### config.mk
export PLATFORM = sky130hd
export DESIGN_NAME = pc_fetch_sequencer
export DESIGN_NICKNAME = d
export VERILOG_FILES = /design/src/rtl/pc_fetch_sequencer.sv
export SDC_FILE = /design/constraint.sdc
export NUM_CORES = 1
export LEC_CHECK = 0
export ABC_AREA = 1
export ABC_CLOCK_PERIOD_IN_PS = 3200
export BUFFER_PORTS_ARGS = -buffer_cell sky130_fd_sc_hd__buf_2
export CAP_MARGIN = 20
export CORE_MARGIN = 3
export CORE_UTILIZATION = 55
export DETAILED_ROUTE_END_ITERATION = 12
export PLACE_DENSITY_LB_ADDON = 0.25
export SYNTH_ARGS = -nofsm -noshare
export SYNTH_HDL_FRONTEND = slang
export SYNTH_SLANG_ARGS = --single-unit
### constraint.sdc
create_clock -name clk -period 3.2 [get_ports clk]
set_clock_uncertainty 0.2 [all_clocks]
set_input_delay 0.48 -clock clk [delete_from_list [all_inputs] [get_ports clk]]
set_output_delay 0.48 -clock clk [all_outputs]
set_load 0.02 [all_outputs]
### src/rtl/pc_fetch_sequencer.sv
`default_nettype none
//------------------------------------------------------------------------------
// Module     : pc_fetch_sequencer
// Description: Selects the PC register's next value and runs the imem fetch
//              handshake, squashing fetches made stale by a redirect.
// Revision   : 1.0 - initial release
//------------------------------------------------------------------------------
module pc_fetch_sequencer #(
   parameter logic [31:0] RESET_VEC = 32'h003FFFFC,
   parameter logic [31:0] EXC_VEC   = 32'h00400080,
   parameter int unsigned MAX_WAIT  = 15
) (
   input  logic        clk,
   input  logic        reset,
   input  logic [31:0] pc_cur,
   input  logic        stall,
   input  logic        branch_taken,
   input  logic [31:0] branch_target,
   input  logic        jump,
   input  logic [31:0] jump_target,
   input  logic        exc_req,
   input  logic        imem_ready,
   output logic [31:0] pc_next,
   output logic        imem_req,
   output logic [31:0] imem_addr,
   output logic        fetch_valid,
   output logic        fetch_timeout
);

   localparam logic [7:0]  c_MAX_WAIT  = 8'(MAX_WAIT);
   localparam logic [31:0] c_ALIGN     = 32'hFFFF_FFFC;

   typedef enum logic [1:0] {
      S_BOOT   = 2'd0,
      S_FETCH  = 2'd1,
      S_SQUASH = 2'd2
   } state_t;

   state_t      r_state,      w_state_nxt;
   logic [7:0]  r_wait_cnt,   w_wait_nxt;
   logic        r_pend_valid, w_pend_valid_nxt;
   logic [31:0] r_pend_tgt,   w_pend_tgt_nxt;
   logic [1:0]  r_pend_pri,   w_pend_pri_nxt;

   logic [31:0] w_sel;
   logic [1:0]  w_pri;
   logic        w_redirect;
   logic        w_latch;
   logic [31:0] w_pc_inc;

   // Priority code: 3 = exception, 2 = jump, 1 = branch, 0 = none
   always_comb begin
      w_sel = pc_cur;
      w_pri = 2'd0;
      if (exc_req) begin
         w_sel = EXC_VEC & c_ALIGN;
         w_pri = 2'd3;
      end else if (jump) begin
         w_sel = jump_target & c_ALIGN;
         w_pri = 2'd2;
      end else if (branch_taken) begin
         w_sel = branch_target & c_ALIGN;
         w_pri = 2'd1;
      end
   end

   assign w_redirect = exc_req | jump | branch_taken;
   // A pending redirect is only displaced by one of equal or higher priority.
   assign w_latch    = w_redirect && (!r_pend_valid || (w_pri >= r_pend_pri));
   assign w_pc_inc   = pc_cur + 32'd4;
   assign imem_addr  = pc_cur;

   always_ff @(posedge clk or posedge reset) begin
      if (reset) begin
         r_state      <= S_BOOT;
         r_wait_cnt   <= 8'd0;
         r_pend_valid <= 1'b0;
         r_pend_tgt   <= 32'd0;
         r_pend_pri   <= 2'd0;
      end else begin
         r_state      <= w_state_nxt;
         r_wait_cnt   <= w_wait_nxt;
         r_pend_valid <= w_pend_valid_nxt;
         r_pend_tgt   <= w_pend_tgt_nxt;
         r_pend_pri   <= w_pend_pri_nxt;
      end
   end

   always_comb begin
      w_state_nxt      = r_state;
      w_wait_nxt       = r_wait_cnt;
      w_pend_valid_nxt = r_pend_valid;
      w_pend_tgt_nxt   = r_pend_tgt;
      w_pend_pri_nxt   = r_pend_pri;
      pc_next          = pc_cur;
      imem_req         = 1'b0;
      fetch_valid      = 1'b0;
      fetch_timeout    = 1'b0;

      case (r_state)
         S_BOOT: begin
            pc_next     = RESET_VEC;
            w_state_nxt = S_FETCH;
         end

         S_FETCH: begin
            imem_req = 1'b1;
            if (!imem_ready) begin
               if (r_wait_cnt == c_MAX_WAIT) begin
                  fetch_timeout    = 1'b1;
                  w_pend_valid_nxt = 1'b1;
                  w_pend_tgt_nxt   = EXC_VEC & c_ALIGN;
                  w_pend_pri_nxt   = 2'd3;
                  w_state_nxt      = S_SQUASH;
               end else begin
                  w_wait_nxt = r_wait_cnt + 8'd1;
                  if (w_latch) begin
                     w_pend_valid_nxt = 1'b1;
                     w_pend_tgt_nxt   = w_sel;
                     w_pend_pri_nxt   = w_pri;
                  end
               end
            end else if (stall) begin
               // Same address is refetched once the stall clears.
               w_wait_nxt = 8'd0;
               if (w_latch) begin
                  w_pend_valid_nxt = 1'b1;
                  w_pend_tgt_nxt   = w_sel;
                  w_pend_pri_nxt   = w_pri;
               end
            end else begin
               w_wait_nxt       = 8'd0;
               w_pend_valid_nxt = 1'b0;
               fetch_valid      = !r_pend_valid;
               if (r_pend_valid)
                  pc_next = r_pend_tgt;
               else if (w_redirect)
                  pc_next = w_sel;
               else
                  pc_next = w_pc_inc;
            end
         end

         S_SQUASH: begin
            pc_next          = r_pend_tgt;
            w_pend_valid_nxt = 1'b0;
            w_wait_nxt       = 8'd0;
            w_state_nxt      = S_FETCH;
         end

         default: begin
            pc_next     = RESET_VEC;
            w_state_nxt = S_BOOT;
         end
      endcase
   end

endmodule
`default_nettype wire

==> results.md <==
* Total global-route track usage at 36.3%
* Sinks on Clock Net at 45
* Clock tree from TritonCTS: done
* Max incr delay on CP at 0.42 ns
* Start-to-end type of the worst setup path: reg -> out
* Leakage power total at 2.89 nW
* Overall die height at 103 µm
* Global route overflow at 0
* Filler cells at 881
* Post-synthesis instance area at 0.00516 mm²
* Post-route clock period utilization at 93.4%
* Final Setup Violations at 0
* Number of nets in the synthesized netlist at 966
* Crit end category: primary output
* Post-synth EDFFs at 0
* Path class of the lowest-slack min-delay path: in -> async
* Shortest clock period the worst path allows after layout at 2.99 ns
* Later-pin clock latency in the skew report at 0.32 ns
* Clock Power Share at 11.4%
* Die width at 103 µm
* Buffers plus inverters on the worst setup path at 4
* Highest-count cells in the layout ignoring fill and taps: nand2_1 (195), buf_2 (165), inv_1 (101)
* Final weighted congestion of routability-driven global placement at 1.00
* Combinational power share at 64.7%
* Number of maximum-capacitance violations at 0
* Half-perimeter wire length of the detailed placement result at 14.3 mm
* # diodes at 0
* Initial core utilization at 57.8%
* Die ar. at 0.0106 mm²
* Share of layout cells above drive strength 1 at 24.6%
* Root Driver: clkbuf_8
* Final Hold Violating Endpoints at 0
* Switching power share of the total at 53.6%
* Vias in the first global route at 6,065
* FP Rows at 34
* Number of top-level pins at 170
* VDD IR-drop max at 0.000485 V
* Worst-margin pin slew at 0.637 ns
* Share of the synthesized area in the top cell type at 21.8%
* Wire length of the first global-routing pass at 29.8 mm
* Prevailing post-synth register cell: dfrtp_1
* Post-detailed-routing wire length at 19.4 mm
* Flip-flop and latch count after synthesis at 45
* Synth warnings at 0
* PnR worst setup slack at 0.211 ns
* Sequential share of the synthesized area at 21.8%
* Relative slew margins at 57.5%
* Worst Path Arrival at 2.31 ns
* Area added between synthesis and finish at 15.8%
* Wire length per cell after detailed routing at 17.8 µm
* Power density over cell area at 621 mW/mm²
* Cells after synthesis at 855
* Largest net degree at the start of global routing at 46
* DRC errors left at 0
* Syn Area/Cell at 6.04 µm²
* Number of buffers inserted during clock tree synthesis at 5
* Leading area contributor after synthesis: dfrtp_1
* Count of different cell masters after synthesis at 43
* Post-route ant nets at 0
* Via count normalized by instance count at 6.05
* Total number of cells along the worst setup path at 10
* Area taken by flip-flops and latches at 0.00113 mm²
* Iter 0 DRT Violations at 771
* Footprint of the multi-input gates at 0.00318 mm²
* Antenna violations before repair at 0
* Total via count in the routed design at 6,587
* Async set-or-reset flop fraction in the synthesized netlist at 100%
* Area of the core at 0.00893 mm²
* Cell depth of the worst flop-to-flop path at 11
* Top post-synthesis cells by area: dfrtp_1 (22%), nand2_1 (14%), a21oi_1 (7.6%)
* Deepest clock path buffer count at 2
* Unrepaired setup endpoints after global routing: no
* Crit path required time at 2.52 ns
* Outcome: complete, no violations
* Sequential cell fraction of total power at 23.9%
* Placement-stage worst setup slack at 0.354 ns
* Achievable clock frequency at 335 MHz
* Number of nets in the finished design at 1,091
* Max Slew Vio Count at 0
* Switching pwr at 1.99 mW
* Clk pin slew, worst setup/hold paths at 0.10 ns
* Cells along the critical path: inv_1 -> ha_1 -> buf_4 -> nand2_1 -> nor2_4 -> inv_1 -> nor2_1 -> nand2_1 -> a21oi_1 -> buf_2
* Setup TNS at 0 ns
* H-tree levels at 2
* Internal Dissipation at 1.72 mW
* Count of input and output buffers at 165
* Category of cells accounting for the largest share of critical-path delay: simple AND/OR/NAND/NOR gates
* Critical path startpoint category: flip-flop
* Critical Path Slowest Stage Cell: dfrtp_1
* Commonest non-fill, non-tap cell in the layout: nand2_1
* Largest driver fanout on the critical path at 14
* Drt first pass iters at 7
cell usage after synthesis, types with 2 or more instances:
library cell	count
a21oi_1	78
a21oi_2	2
a221oi_1	4
a22oi_1	3
buf_1	2
buf_2	15
buf_4	39
clkbuf_1	12
dfrtp_1	45
ha_1	8
inv_1	102
inv_2	12
nand2_1	195
nand2_2	7
nand2_4	2
nand3_1	44
nand4_1	2
nor2_1	83
nor2_2	7
nor2_4	9
nor3_1	5
o2111ai_1	2
o211ai_1	12
o21ai_0	76
o21ai_1	12
o21ai_2	3
o221ai_1	4
o22ai_1	46
o31ai_1	2
xnor2_1	3
xor2_1	7
cells by family after synthesis:
group | Yosys count | share of synthesized area, %
and+or+nand+nor | 357 | 29.7
AOI/OAI and AO/OA | 250 | 27.9
buffers and inverters | 184 | 16.8
DFF | 45 | 21.8
xor gates and xnor gates | 10 | 1.70
adders and majority gates | 8 | 1.94
muxes | 1 | 0.194
final cells by class:
type | count | share of cell area, %
Multi-Input combinational cell | 626 | 53.2
Sequential cell | 45 | 18.8
Timing Repair Buffer | 187 | 16.8
Inverter | 115 | 7.26
Tap cell | 108 | 2.26
Clock buffer | 6 | 1.38
Clock inverter | 2 | 0.272
state kept, by name (all words and copies together) (netlist names):
signal	flops
r_pend_valid	1
r_wait_cnt	8
r_pend_pri	2
r_state	2
r_pend_tgt	32
worst reg2reg max path: cells and delay by family (launching register included):
family                     cells  cell delay (ns)
DFF                            1             0.38
buffers and inverters          1             0.34
AOI/OAI and AO/OA              3             0.26
and+or+nand+nor                6             0.89
adders and majority gates      1             0.20
metrics by stage:
stage                     power [mW]  util, %  instance area, µm²  cells  hold slack (ns)
after CTS                       3.60     66.5                5940   1085            0.120
after global routing            3.96     66.9                5980   1089            0.135
after floorplan                 2.48        -                5160    855            0.264
after detailed placement        3.19     65.4                5840   1077            0.283
final                           3.71     66.9                5980   1089           0.0988
after global placement          3.14     65.4                5840   1077            0.277
power groups by stage:
stage               Combinational (mW)  Clock (mW)  Sequential (mW)
floorplan                         1.61           0            0.869
global placement                  2.26           0            0.885
detailed placement                2.30           0            0.892
CTS                               2.30       0.417            0.881
global route                      2.61       0.440            0.912
finish                            2.40       0.422            0.888
routing by layer:
| metal | GRT usage, % | vias up | routed length, µm |
|---|---|---|---|
| li1 | - | 3064 | - |
| met1 | 48.5 | 2966 | 7330 |
| met2 | 57.8 | 509 | 8670 |
| met5 | 0 | - | 0 |
| met4 | 12.0 | 0 | 475 |
| met3 | 8.73 | 48 | 2870 |
worst paths after layout:
check / endpoint / slack, ns / from
setup / recovery: pc_next[24] / 0.21 / r_state[1]$_DFFE_PP0P_
hold / removal: r_pend_tgt[9]$_DFFE_PP0P_ / 0.1 / reset
setup reg to reg: r_pend_tgt[15]$_DFFE_PP0P_ / 0.83 / r_wait_cnt[1]$_DFFE_PP0P_
hold reg to reg: r_pend_tgt[1]$_DFFE_PP0P_ / 0.30 / r_pend_tgt[1]$_DFFE_PP0P_
max in group asynchronous: r_pend_pri[0]$_DFFE_PP0P_ / 2.27 / reset
min in group clk: r_wait_cnt[6]$_DFFE_PP0P_ / 0.29 / imem_ready
timing repair:
action                                  in CTS  in global routing
hold buffers                                 0                  0
endpoints found under the hold margin        0                  0
resized for setup                            0                  2
endpoints found under the setup margin       0                  9
buffers inserted                             0                  4
Note: power is estimated with default switching activity, not from simulation.
